<file path="src/rtl/ioport_bank.sv">
// Bank of NPORTS latched Z80 I/O write registers with prioritised address/mask decode,
// once-per-bus-cycle commit and per-channel write lock; read-back under IOPORT_READBACK_EN.
module ioport_bank #(
  parameter int                   NPORTS    = 4,
  parameter int                   DW        = 8,
  parameter logic [16*NPORTS-1:0] PORT_ADDR = {16'h7FFD, 16'hDFFD, 16'h1FFD, 16'h00FE},
  parameter logic [16*NPORTS-1:0] PORT_MASK = {16'h8002, 16'hFFFF, 16'hF002, 16'h0001},
  parameter logic [NPORTS*DW-1:0] RESET_VAL = '0,
  parameter logic [NPORTS-1:0]    LOCKABLE  = 4'b1000,
  parameter int                   LOCK_BIT  = 5
) (
  input  logic                 clk28,
  input  logic                 rst,
  input  logic                 ioreq,
  input  logic                 rd,
  input  logic                 wr,
  input  logic [15:0]          a,
  input  logic [7:0]           d_in,
  input  logic [NPORTS-1:0]    en,
  input  logic                 unlock,
  output logic [NPORTS*DW-1:0] regs,
  output logic [NPORTS-1:0]    wr_stb,
  output logic [NPORTS-1:0]    locked,
  output logic [7:0]           d_out,
  output logic                 d_out_active,
  output logic                 dbg_armed
);

  typedef enum logic {ARMED, DONE} state_t;

  state_t                state_q;
  logic [NPORTS*DW-1:0]  regs_q;
  logic [NPORTS-1:0]     wr_stb_q;
  logic [NPORTS-1:0]     locked_q;
  logic [NPORTS-1:0]     hit;
  logic [NPORTS-1:0]     sel_oh;
  logic                  sel_any;
  logic                  blocked;
  logic                  found;
  logic                  bus_wr;

  assign bus_wr = ioreq && wr;

  // Lowest-index hit wins; sel_oh is one-hot (or zero when nothing decodes).
  always_comb begin
    hit    = '0;
    sel_oh = '0;
    found  = 1'b0;
    for (int i = 0; i < NPORTS; i++) begin
      hit[i] = en[i] && (((a ^ PORT_ADDR[16*i +: 16]) & PORT_MASK[16*i +: 16]) == 16'h0000);
    end
    for (int i = 0; i < NPORTS; i++) begin
      if (hit[i] && !found) begin
        sel_oh[i] = 1'b1;
        found     = 1'b1;
      end
    end
  end

  assign sel_any = |hit;
  assign blocked = (|(sel_oh & LOCKABLE & locked_q)) && !unlock;

  always_ff @(posedge clk28) begin
    if (rst) begin
      state_q  <= ARMED;
      regs_q   <= RESET_VAL;
      wr_stb_q <= '0;
      locked_q <= '0;
    end else begin
      wr_stb_q <= '0;
      case (state_q)
        ARMED: begin
          if (bus_wr) begin
            state_q <= DONE;
            if (sel_any && !blocked) begin
              for (int i = 0; i < NPORTS; i++) begin
                if (sel_oh[i]) begin
                  regs_q[DW*i +: DW] <= d_in[DW-1:0];
                  wr_stb_q[i]        <= 1'b1;
                  if (LOCKABLE[i]) locked_q[i] <= d_in[LOCK_BIT];
                end
              end
            end
          end
        end
        DONE: begin
          // Stay here until the bus write cycle ends, so one cycle commits once.
          if (!bus_wr) state_q <= ARMED;
        end
        default: state_q <= ARMED;
      endcase
    end
  end

  assign regs      = regs_q;
  assign wr_stb    = wr_stb_q;
  assign locked    = locked_q;
  assign dbg_armed = (state_q == ARMED);

`ifdef IOPORT_READBACK_EN
  logic [7:0] rd_data;
  logic [7:0] d_out_q;
  logic       d_out_active_q;

  always_comb begin
    rd_data = '0;
    for (int i = 0; i < NPORTS; i++) begin
      if (sel_oh[i]) rd_data[DW-1:0] = rd_data[DW-1:0] | regs_q[DW*i +: DW];
    end
  end

  always_ff @(posedge clk28) begin
    if (rst) begin
      d_out_active_q <= 1'b0;
      d_out_q        <= 8'hFF;
    end else if (ioreq && rd && !wr && sel_any) begin
      d_out_active_q <= 1'b1;
      d_out_q        <= rd_data;
    end else begin
      d_out_active_q <= 1'b0;
      d_out_q        <= 8'hFF;
    end
  end

  assign d_out        = d_out_q;
  assign d_out_active = d_out_active_q;
`else
  logic unused_rd;
  assign unused_rd    = rd;
  assign d_out        = 8'hFF;
  assign d_out_active = 1'b0;
`endif

endmodule

</file>
<file path="config.mk">
export PLATFORM = sky130hd
export DESIGN_NAME = ioport_bank
export DESIGN_NICKNAME = d
export VERILOG_FILES = /design/src/rtl/ioport_bank.sv
export SDC_FILE = /design/constraint.sdc
export NUM_CORES = 1
export LEC_CHECK = 0
export ABC_AREA = 1
export ABC_CLOCK_PERIOD_IN_PS = 1100
export CAP_MARGIN = 0
export CORE_MARGIN = 10
export CORE_UTILIZATION = 38
export DETAILED_ROUTE_END_ITERATION = 7
export PLACE_DENSITY_LB_ADDON = 0.08
export SETUP_SLACK_MARGIN = 0.5
export SLEW_MARGIN = 20
export SYNTH_ARGS = -nofsm -noshare
export SYNTH_HDL_FRONTEND = slang
export SYNTH_SLANG_ARGS = --single-unit
</file>
<file path="constraint.sdc">
create_clock -name clk28 -period 1.1 [get_ports clk28]
set_input_delay 0.165 -clock clk28 [delete_from_list [all_inputs] [get_ports clk28]]
set_output_delay 0.165 -clock clk28 [all_outputs]
set_load 0.01 [all_outputs]
</file>
==> reports/summary.txt <==
# diodes -> 0
Max IR drop VDD -> 0.946 mV
Crit path required time -> 1290 ps
post-synthesis cell area -> 1940 um^2
DP HPWL -> 4.33 mm
total clock sinks -> 37
Leak -> 1.70 nW
fin area -> 3450 um^2
Detailed Route WL -> 6.35 mm
R2R Path Start -> regs[29]
Cell Rows -> 25
Hold Path Stages -> 3
CTS tree -> yes
Placer Congestion -> 0.769
fin crit share -> 1.12
fmax -> 810 MHz
max_cap viols -> 0
Reg clk slew, reported paths -> 80 ps
worst hold start -> rst
drt pass-1 iters -> 5
status -> finished with violations
die footprint -> 8360 um^2
post-route ant nets -> 0
CP Class -> flip-flop to flip-flop
overall power -> 3.10 mW
Initial DRC Count -> 62
hold crit path type -> input port to flip-flop
Finished Layout Cells -> 470
internal reg-to-reg setup slack -> -130 ps
critical path arrival -> 1420 ps
Die X -> 91.4 um
CTS buffer count -> 5
overall routing resource usage -> 0.153
Synth Area in Compound Gates -> 0.0207
Post-Synth Simple-Gate Area -> 0.403
Yosys reg bits -> 37
CTS max path bufs -> 2
Core ar. -> 4820 um^2
pwr dens -> 898 nW/um^2
Layout Nets -> 436
sequential area share after synthesis -> 0.382
XOR/XNOR share of the synthesized area -> 0
vias in the first global route -> 2113
routed len/inst -> 13.5 um
mux share of post-synthesis cell area -> 0
Clock H-tree levels -> 2
main combinational cell family by area after synthesis -> simple AND/OR/NAND/NOR gates
pin count of the biggest net entering global routing -> 22
drc violations -> 0
Worst-Skew Late Latency -> 290 ps
adder-cell share of the synthesized area -> 0
Hold EP -> state_q
Clock Skew -> 5.94 ps
placed instance count -> 434
RSZ-0062 raised after global routing -> yes
clock root buffer -> clkbuf_8
grt ovf -> 0
share of cells above drive strength 1 -> 0.529
Hold Fails Final Rpt -> 0
critical-path maximum fanout -> 5
first-pass GRT wire length -> 10.6 mm
Initial Utilization -> 0.402
Die Ht -> 91.4 um
worst hold margin -> 315 ps
Setup WS post-layout -> -134 ps
reg2reg path depth -> 8
initial antenna violation count -> 0
Syn. warnings -> 0
post-synthesis cell count -> 280
startpoint types -> flip-flop
Unique masters post-synth -> 23
violated checks -> negative setup slack
Final Setup Violations -> 37
Fillers -> 397
Critical Path End Type -> flip-flop
setup TNS -> -1890 ps
Area Growth Syn to Fin -> 78.2%
vias post-DR -> 2077
syn_area_per_cell -> 6.92 um^2
R2R Path End -> regs[5]
dpl cell area -> 2940 um^2
min cycle time layout -> 1230 ps
# port buffers -> 70
io pins -> 84
Vias/cell -> 4.42
Slew Viols, Final -> 0
==> cell type report <==
type | count | area, um^2 | share of cell area
clock buffer | 6 | 82.6 | 0.0239
clock inverter | 2 | 37.5 | 0.0109
inverter | 61 | 239 | 0.0692
multi-input combinational | 178 | 1120 | 0.325
sequential | 37 | 788 | 0.228
tap | 67 | 83.8 | 0.0243
timing repair buffer | 119 | 1100 | 0.319
==> power by group <==
part | total [mW] | switching (mW) | internal [mW] | leakage, nW
registers | 1.35 | 0.00729 | 1.34 | 0.317
clock network | 1.25 | 0.515 | 0.738 | 0.0574
logic | 0.496 | 0.264 | 0.232 | 1.33
total | 3.10 | 0.786 | 2.31 | 1.70
==> layer usage <==
layer | vias up | track usage | share of wire | wire length, um
met1 | 941 | 0.180 | 0.43 | 2710
met5 | - | 0 | 0 | 0
li1 | 1064 | - | - | -
met3 | 7 | 0.0510 | 0.059 | 375
met2 | 65 | 0.261 | 0.50 | 3200
met4 | 0 | 0.0366 | 0.0098 | 62
==> how the worst max path moves through the flow <==
stage / from / slack (ps) / endpoint
finish: regs[29] / -130 / regs[5]
global route: regs[29] / -220 / regs[5]
CTS: regs[29] / -100 / regs[15]
detailed placement: a[11] / -720 / regs[18]
global placement: a[7] / -700 / regs[18]
floorplan: regs[29] / -80 / regs[0]
==> cells by family after synthesis <==
family / Yosys count
AOI/OAI and AO/OA: 8
buffers and inverters: 80
other: 2
and+or+nand+nor: 153
DFF: 37
==> cell usage in the layout, fill, tap and decap left out, types with 3 or more instances in the layout <==
| cell type | synthesis | final |
|---|---|---|
| conb_1 | 2 | 12 |
| nand4_4 | 2 | 3 |
| nand3_4 | 3 | 4 |
| buf_2 | 2 | 11 |
| clkdlybuf4s15_1 | 0 | 3 |
| nor2_4 | 3 | 10 |
| nor2_1 | 57 | 44 |
| nand2_4 | 0 | 3 |
| o21ai_2 | 0 | 7 |
| clkdlybuf4s50_1 | 0 | 8 |
| inv_1 | 58 | 52 |
| nand4_1 | 16 | 16 |
| dlygate4sd2_1 | 0 | 5 |
| buf_4 | 13 | 33 |
| clkbuf_8 | 0 | 6 |
| nor2_2 | 5 | 11 |
| dfxtp_2 | 0 | 35 |
| inv_2 | 2 | 6 |
| nand2_2 | 3 | 9 |
| clkbuf_2 | 0 | 6 |
| buf_6 | 2 | 51 |
| nand2_1 | 59 | 48 |
==> flip-flops by register name (all words and copies together) (netlist names) <==
| register | cells |
|---|---|
| regs | 32 |
| state_q | 1 |
| wr_stb | 4 |
==> through the flow <==
stage | utilization | setup slack, ps
after floorplan | - | -76.3
after global placement | 0.610 | -695
after detailed placement | 0.610 | -724
after CTS | 0.700 | -102
after global routing | 0.717 | -223
final | 0.717 | -134
==> cell usage after synthesis (all sizes together) <==
master | n | area, um^2
buf | 17 | 130
clkbuf | 2 | 7.51
conb | 2 | 7.51
dfxtp | 37 | 741
inv | 61 | 231
nand2 | 62 | 240
nand3 | 4 | 57.6
nand3b | 1 | 20.0
nand4 | 18 | 143
nor2 | 66 | 299
nor3 | 2 | 21.3
o21ai | 8 | 40.0
==> repair_timing <==
item | in CTS | in global routing
hold buffers | 0 | 0
cloned | 5 | 0
gates resized for setup | 306 | 34
setup endpoints to repair | 75 | 75
pin swaps | 36 | 22
setup buffers | 17 | 6
==> worst max-delay path: stages, from the launching register on <==
cell and delay [ps]:
dfxtp_2 330, inv_2 70, nor2_4 40, nor2_4 100
nand3b_4 210, buf_6 120, nand4_1 100, nand2_1 120
nor2_1 40
(Power assumes the default switching activity.)
